==> config.mk <==
export PLATFORM = sky130hd
export DESIGN_NAME = apb_input_capture
export DESIGN_NICKNAME = d
export VERILOG_FILES = /design/src/rtl/apb_input_capture.sv
export SDC_FILE = /design/constraint.sdc
export NUM_CORES = 1
export LEC_CHECK = 0
export CORE_MARGIN = 5
export CORE_UTILIZATION = 36
export CTS_BUF_LIST = sky130_fd_sc_hd__clkbuf_16
export DETAILED_ROUTE_END_ITERATION = 8
export SLEW_MARGIN = 20
export SYNTH_ARGS = -nofsm -noshare
export SYNTH_HDL_FRONTEND = slang
export SYNTH_SLANG_ARGS = --single-unit
==> constraint.sdc <==
create_clock -name PCLK -period 2.4 [get_ports PCLK]
set_input_delay 0.24 -clock PCLK [delete_from_list [all_inputs] [get_ports PCLK]]
set_output_delay 0.24 -clock PCLK [all_outputs]
set_load 0.005 [all_outputs]
==> src/rtl/apb_input_capture.sv <==
// -----------------------------------------------------------------------------
// apb_input_capture
//
// APB slave that observes CHANNELS asynchronous 8-bit input ports. Each port
// passes through a SYNC_STAGES-deep synchroniser. The synchronised value is
// compared against the previous cycle's value to detect changes. Each change
// sets a sticky per-channel CHANGED flag. Changes on one selected channel are
// also recorded in a DEPTH-entry capture FIFO.
//
// Register map (5-bit byte address):
//   0x00+c LIVE[c]  RO   synchronised value of channel c (0 if c >= CHANNELS)
//   0x08   CTRL     RW   [0] cap_en, [3:1] cap_sel, [4] irq_en
//   0x09   STATUS   RO   [0] empty, [1] full, [2] overflow, [7:4] count (sat. 15)
//   0x0A   FIFO     RO   head entry; reading pops it (reads 0 when empty)
//   0x0B   CHANGED  RW1C sticky change flags, one bit per channel
//   0x0C   FLUSH    WO   any write empties the FIFO and clears overflow
//
// Ports:
//   PCLK     clock (single domain)
//   PRESET   synchronous active-high reset
//   PSEL, PENABLE, PWRITE, PADDR, PWDATA   APB request
//   PRDATA   read data, combinational from PADDR while PSEL=1, else 0
//   PREADY   always 1 (zero wait states)
//   INREG    asynchronous inputs, channel c on bits [8c+7:8c]
//   IRQ      level interrupt from registered state
// -----------------------------------------------------------------------------
module apb_input_capture #(
  parameter int CHANNELS    = 2,
  parameter int SYNC_STAGES = 2,
  parameter int DEPTH       = 4
) (
  input  logic                  PCLK,
  input  logic                  PRESET,
  input  logic                  PSEL,
  input  logic [4:0]            PADDR,
  input  logic                  PENABLE,
  input  logic                  PWRITE,
  input  logic [7:0]            PWDATA,
  output logic [7:0]            PRDATA,
  output logic                  PREADY,
  input  logic [8*CHANNELS-1:0] INREG,
  output logic                  IRQ
);

  localparam int PW = $clog2(DEPTH);
  localparam int CW = PW + 1;
  localparam logic [CW-1:0] DEPTH_C    = CW'(DEPTH);
  localparam logic [3:0]    CH_LIMIT   = 4'(CHANNELS);

  localparam logic [4:0] ADDR_CTRL    = 5'h08;
  localparam logic [4:0] ADDR_STATUS  = 5'h09;
  localparam logic [4:0] ADDR_FIFO    = 5'h0A;
  localparam logic [4:0] ADDR_CHANGED = 5'h0B;
  localparam logic [4:0] ADDR_FLUSH   = 5'h0C;

  // ---------------------------------------------------------------------------
  // Synchroniser and previous-value registers
  // ---------------------------------------------------------------------------
  logic [8*CHANNELS-1:0] sync_q [SYNC_STAGES];
  logic [8*CHANNELS-1:0] sync_out;
  logic [8*CHANNELS-1:0] prev_q;

  assign sync_out = sync_q[SYNC_STAGES-1];

  // NOTE: sequential state is assigned with non-blocking (<=) so every flop
  // samples the pre-edge value of its source; blocking here would collapse
  // the synchroniser chain into a single stage.
  always_ff @(posedge PCLK) begin
    if (PRESET) begin
      for (int s = 0; s < SYNC_STAGES; s++) sync_q[s] <= '0;
      prev_q <= '0;
    end else begin
      sync_q[0] <= INREG;
      for (int s = 1; s < SYNC_STAGES; s++) sync_q[s] <= sync_q[s-1];
      prev_q <= sync_out;
    end
  end

  // Per-channel views padded to 8 channels so that a 3-bit selector or
  // address can index them without range issues; unused slots are zero.
  logic [7:0] sync_ch [8];
  logic [7:0] change_vec;

  // NOTE: every always_comb output gets a default before any conditional
  // assignment, otherwise a path that skips it infers a latch.
  always_comb begin
    for (int c = 0; c < 8; c++) begin
      sync_ch[c]    = 8'h00;
      change_vec[c] = 1'b0;
    end
    for (int c = 0; c < CHANNELS; c++) begin
      sync_ch[c]    = sync_out[8*c +: 8];
      change_vec[c] = (sync_out[8*c +: 8] != prev_q[8*c +: 8]);
    end
  end

  // ---------------------------------------------------------------------------
  // APB decode
  // ---------------------------------------------------------------------------
  logic access, wr_en, rd_en;

  assign access = PSEL & PENABLE;
  assign wr_en  = access & PWRITE;
  assign rd_en  = access & ~PWRITE;

  // ---------------------------------------------------------------------------
  // CTRL and CHANGED
  // ---------------------------------------------------------------------------
  logic [4:0] ctrl_q, ctrl_d;
  logic [7:0] changed_q, changed_d;
  logic [7:0] w1c_mask;
  logic       cap_en, irq_en;
  logic [2:0] cap_sel;

  assign cap_en  = ctrl_q[0];
  assign cap_sel = ctrl_q[3:1];
  assign irq_en  = ctrl_q[4];

  always_comb begin
    ctrl_d   = ctrl_q;
    w1c_mask = 8'h00;
    if (wr_en && (PADDR == ADDR_CTRL)) ctrl_d = PWDATA[4:0];
    if (wr_en && (PADDR == ADDR_CHANGED)) w1c_mask = PWDATA;
    // A new event is OR-ed in after the clear so a same-cycle set wins.
    changed_d = (changed_q & ~w1c_mask) | change_vec;
  end

  always_ff @(posedge PCLK) begin
    if (PRESET) begin
      ctrl_q    <= '0;
      changed_q <= '0;
    end else begin
      ctrl_q    <= ctrl_d;
      changed_q <= changed_d;
    end
  end

  // ---------------------------------------------------------------------------
  // Capture FIFO
  // ---------------------------------------------------------------------------
  logic [7:0]    fifo_mem_q [DEPTH];
  logic [PW-1:0] wr_ptr_q, wr_ptr_d;
  logic [PW-1:0] rd_ptr_q, rd_ptr_d;
  logic [CW-1:0] count_q, count_d;
  logic          ovf_q, ovf_d;
  logic          fifo_empty, fifo_full;
  logic          push_req, pop_req, flush;
  logic          do_push, do_pop;
  logic [7:0]    push_data;

  assign fifo_empty = (count_q == '0);
  assign fifo_full  = (count_q == DEPTH_C);

  assign push_req  = cap_en && ({1'b0, cap_sel} < CH_LIMIT) && change_vec[cap_sel];
  assign push_data = sync_ch[cap_sel];
  assign pop_req   = rd_en && (PADDR == ADDR_FIFO) && !fifo_empty;
  assign flush     = wr_en && (PADDR == ADDR_FLUSH);

  always_comb begin
    wr_ptr_d = wr_ptr_q;
    rd_ptr_d = rd_ptr_q;
    count_d  = count_q;
    ovf_d    = ovf_q;
    do_push  = 1'b0;
    do_pop   = 1'b0;
    if (flush) begin
      // Flush takes priority over any same-cycle push or pop.
      wr_ptr_d = '0;
      rd_ptr_d = '0;
      count_d  = '0;
      ovf_d    = 1'b0;
    end else begin
      do_pop  = pop_req;
      // A pop in the same cycle frees the slot a full FIFO needs.
      do_push = push_req && (!fifo_full || pop_req);
      if (push_req && fifo_full && !pop_req) ovf_d = 1'b1;
      if (do_push) wr_ptr_d = wr_ptr_q + PW'(1);
      if (do_pop)  rd_ptr_d = rd_ptr_q + PW'(1);
      case ({do_push, do_pop})
        2'b10:   count_d = count_q + CW'(1);
        2'b01:   count_d = count_q - CW'(1);
        default: count_d = count_q;
      endcase
    end
  end

  always_ff @(posedge PCLK) begin
    if (PRESET) begin
      wr_ptr_q <= '0;
      rd_ptr_q <= '0;
      count_q  <= '0;
      ovf_q    <= 1'b0;
    end else begin
      wr_ptr_q <= wr_ptr_d;
      rd_ptr_q <= rd_ptr_d;
      count_q  <= count_d;
      ovf_q    <= ovf_d;
    end
  end

  // NOTE: the storage array has no reset; the pointers and count define
  // which entries are valid, so clearing the data would only cost logic.
  always_ff @(posedge PCLK) begin
    if (do_push) fifo_mem_q[wr_ptr_q] <= push_data;
  end

  // ---------------------------------------------------------------------------
  // Read mux and outputs
  // ---------------------------------------------------------------------------
  logic [7:0] count_ext;
  logic [3:0] count_nib;
  logic [7:0] status;
  logic [7:0] fifo_head;
  logic [7:0] rdata;

  // A 16-deep full FIFO has count 16, which saturates to 15 in the nibble.
  assign count_ext = 8'(count_q);
  assign count_nib = (count_ext > 8'd15) ? 4'hF : count_ext[3:0];
  assign status    = {count_nib, 1'b0, ovf_q, fifo_full, fifo_empty};
  assign fifo_head = fifo_empty ? 8'h00 : fifo_mem_q[rd_ptr_q];

  always_comb begin
    rdata = 8'h00;
    if (PSEL) begin
      if (PADDR[4:3] == 2'b00) begin
        rdata = sync_ch[PADDR[2:0]];
      end else begin
        case (PADDR)
          ADDR_CTRL:    rdata = {3'b000, ctrl_q};
          ADDR_STATUS:  rdata = status;
          ADDR_FIFO:    rdata = fifo_head;
          ADDR_CHANGED: rdata = changed_q;
          default:      rdata = 8'h00;
        endcase
      end
    end
  end

  assign PRDATA = rdata;
  assign PREADY = 1'b1;
  assign IRQ    = irq_en & (!fifo_empty | ovf_q | (changed_q != 8'h00));

endmodule

==> flow_metrics.env <==
export IMPL_path_clk_slew_ps=70
export IMPL_cp_max_fo=8
export IMPL_synth_cell_types=51
export IMPL_syn2layout_area_growth_pct=32.34
export IMPL_track_usage=0.1399
export IMPL_peakVddDrop_mv=0.3815
export IMPL_ys_seq_area_frac=0.5660
export IMPL_start_util=0.3686
export IMPL_antenna_found_initial=0
export IMPL_fillers=1053
export IMPL_synth_area_top_cells="dfxtp_1 (34%), edfxtp_1 (23%), nor2b_1 (7.1%)"
export IMPL_synth_area_leader_cell="dfxtp_1"
export IMPL_ant_nets=0
export IMPL_finalPower_mw=3.470
export IMPL_end_kind="output pin"
export IMPL_grt_pass1_wl_um=15510
export IMPL_die_w_um=118.1
export IMPL_comb_power_share=0.069
export IMPL_cts_buffer_depth=2
export IMPL_ys_warn_count=0
export IMPL_slowest_stage="mux4_2"
export IMPL_worstPathArrival_ps=2060
export IMPL_power_density_nw_per_um2=622.9
export IMPL_final_layout_size_suffix_gt1_frac=0.2388
export IMPL_ys_ff_latch=103
export IMPL_drv_slew=0
export IMPL_tightest_slew_ps=511.8
export IMPL_cp_start_kind="flip-flop"
export IMPL_r2r_slack_ps=150
export IMPL_clock_sinks=103
export IMPL_setup_viol=0
export IMPL_nets=483
export IMPL_syn_num_nets=394
export IMPL_synth_top_cell_area_share=0.3377
export IMPL_p_leak_nw=2.083
export IMPL_cts_made_buffers=9
export IMPL_synth_xor_area_share=0.04370
export IMPL_syn_instance_count=354
export IMPL_routed_via_density=4.834
export IMPL_synth_adder_area_share=0.01962
export IMPL_drt_total_wl_um=9185
export IMPL_regArea_um2=2392
export IMPL_swShare=0.2272
export IMPL_drv_cap=0
export IMPL_post_route_period_util=0.9602
export IMPL_switching_power_mw=0.7884
export IMPL_finClkSkew_ps=10.37
export IMPL_slew_limit_headroom=0.6588
export IMPL_seq_power_share=0.531
export IMPL_grt_max_degree=31
export IMPL_avgSynthCellArea_um2=11.89
export IMPL_fp_dieH_um=118.1
export IMPL_dieArea_um2=13950
export IMPL_period_needed_ps=2304
export IMPL_hpwl_um=6824
export IMPL_synthSimpleGateAreaFrac=0.1852
export IMPL_critPathKind="reg2out"
export IMPL_cts_root_buffer="clkbuf_16"
export IMPL_max_freq_ghz=0.4340
export IMPL_cpPeakStageDelay_ps=530
export IMPL_io_pins=44
export IMPL_synth_ff_type="dfxtp_1"
export IMPL_path_cells="buf_12 > mux4_2 > a22oi_2 > a21boi_1 > clkdlybuf4s50_1"
export IMPL_insertion_delay_ps=350
export IMPL_grt_pass1_vias=3043
export IMPL_hold_class="in2reg"
export IMPL_utilization=0.4878
export IMPL_muxShareOfSynthArea=0.09542
export IMPL_final_hold_viol_count=0
export IMPL_gp_congestion=0.8870
export IMPL_fin_hold_ws_ps=350.5
export IMPL_outcome="complete, no violations"
export IMPL_antenna_cells=0
export IMPL_setup_tns_ps=0
export IMPL_p_int_mw=2.682
export IMPL_synth_compound_area_frac=0.06599
export IMPL_wl_per_cell_um=15.54
export IMPL_layout_common_cells="dfxtp_1 (65), nor2b_1 (48), buf_4 (46), nor2_1 (33), edfxtp_1 (32)"
export IMPL_core_area_um2=11420
export IMPL_synth_edff_count=32
export IMPL_drt_pass1_iterations=4
export IMPL_cts_htree_levels=3
export IMPL_multi_input_area_um2=1809
export IMPL_async_flop_share=0
export IMPL_cp_required_ps=2160
export IMPL_dr_total_vias=2857
export IMPL_drt_iter0_markers=115
export IMPL_final_common_cell="dfxtp_1"
export IMPL_clockPowerShare=0.400
export IMPL_cts_tree="built"
export IMPL_grt_overflow=0
export IMPL_row_count=39
export IMPL_rsz0062_at_grt="yes"
export IMPL_drc=0
export IMPL_synth_top_family_by_area="simple AND/OR/NAND/NOR gates"
export IMPL_postCtsHoldBufs=0
export IMPL_io_buffers=42
export IMPL_syn_area_um2=4209
## synth_stat cells, types with 2 or more instances
master,number
a21oi_1,11
nor3_2,2
nor2_1,34
and3_1,2
edfxtp_1,32
xor2_1,3
o21a_1,2
dfxtp_1,71
nor4_1,2
clkbuf_1,11
xnor2_1,18
a22oi_1,4
ha_1,5
buf_1,2
inv_1,7
o21ai_0,2
nand4_1,4
nand2b_1,7
nand3b_1,3
and3b_1,4
nor2b_1,48
mux4_2,8
mux2i_1,21
buf_2,3
nand2_1,13
a21boi_0,5
a221oi_1,5
a21boi_1,2
## timing repair
action                     4_1_cts  5_1_grt
gates resized for setup         24       18
pin swaps                        4        9
setup buffers                    3        2
setup endpoints to repair        8        4
## area by class of cell
type                            instances  area share
Multi-Input combinational cell        227      0.3248
Timing Repair Buffer                   95      0.1579
Sequential cell                       103      0.4295
Clock buffer                            9     0.04043
Tap cell                              143     0.03212
Clock inverter                          7     0.01056
Inverter                                7    0.004717
## sequential cells by signal (all words and copies together), names as in the netlist, named ones only
signal	flops
rd_ptr_q	2
prev_q	16
ctrl_q	5
fifo_mem_q	32
wr_ptr_q	2
sync_q	32
ovf_q	1
changed_q	8
count_q	3
## worst max-delay path, delay by kind of cell, from the launching register on
family	cells	cell delay (ps)
AOI/OAI and AO/OA	2	240
buffers and inverters	2	610
muxes	1	530
DFF	1	340
## metal layers
metal / vias to the layer above / wire (um) / GRT usage
met5: - / 0 / 0
met4: 0 / 208 / 0.05591
met3: 15 / 392 / 0.03773
met2: 61 / 4294 / 0.2194
met1: 1374 / 4290 / 0.1842
li1: 1407 / - / -
## power by group through the flow
stage | registers [mW] | logic, mW | clock network (mW)
2_1_floorplan | 1.88 | 0.102 | 0
3_3_place_gp | 1.88 | 0.218 | 0
3_5_place_dp | 1.88 | 0.222 | 0
4_1_cts | 1.84 | 0.232 | 1.42
5_1_grt | 1.85 | 0.264 | 1.51
6_report | 1.84 | 0.241 | 1.39
## path summary, 6_finish.rpt
| kind | startpoint | end | cells past startpoint |
|---|---|---|---|
| worst min-delay path | PRESET | sync_q[0][27] | 2 |
| worst min register to register | sync_q[0][6] | sync_q[0][22] | 1 |
| worst max-delay path | flip-flop | PRDATA[0] | 5 |
| worst max register to register | sync_q[0][26] | count_q[2] | 13 |
## per-stage QoR
stage | instance area (um2) | cells | worst slack, ps
final | 5570 | 591 | 95.62
after global routing | 5570 | 591 | -18.56
after CTS | 5508 | 589 | 39.38
after detailed placement | 5155 | 570 | -293.6
after global placement | 5155 | 570 | -253.4
after floorplan | 4209 | 354 | 115.5
## cell families after synthesis
family | after synthesis
multiplexers | 30
AND/OR/NAND/NOR | 131
XOR/XNOR | 21
adder cells (fa/ha/maj) | 6
other | 1
flip-flops | 103
AO/OA/AOI/OAI | 38
buffers and inverters | 24
No activity file was read; power rests on OpenSTA's default activity.
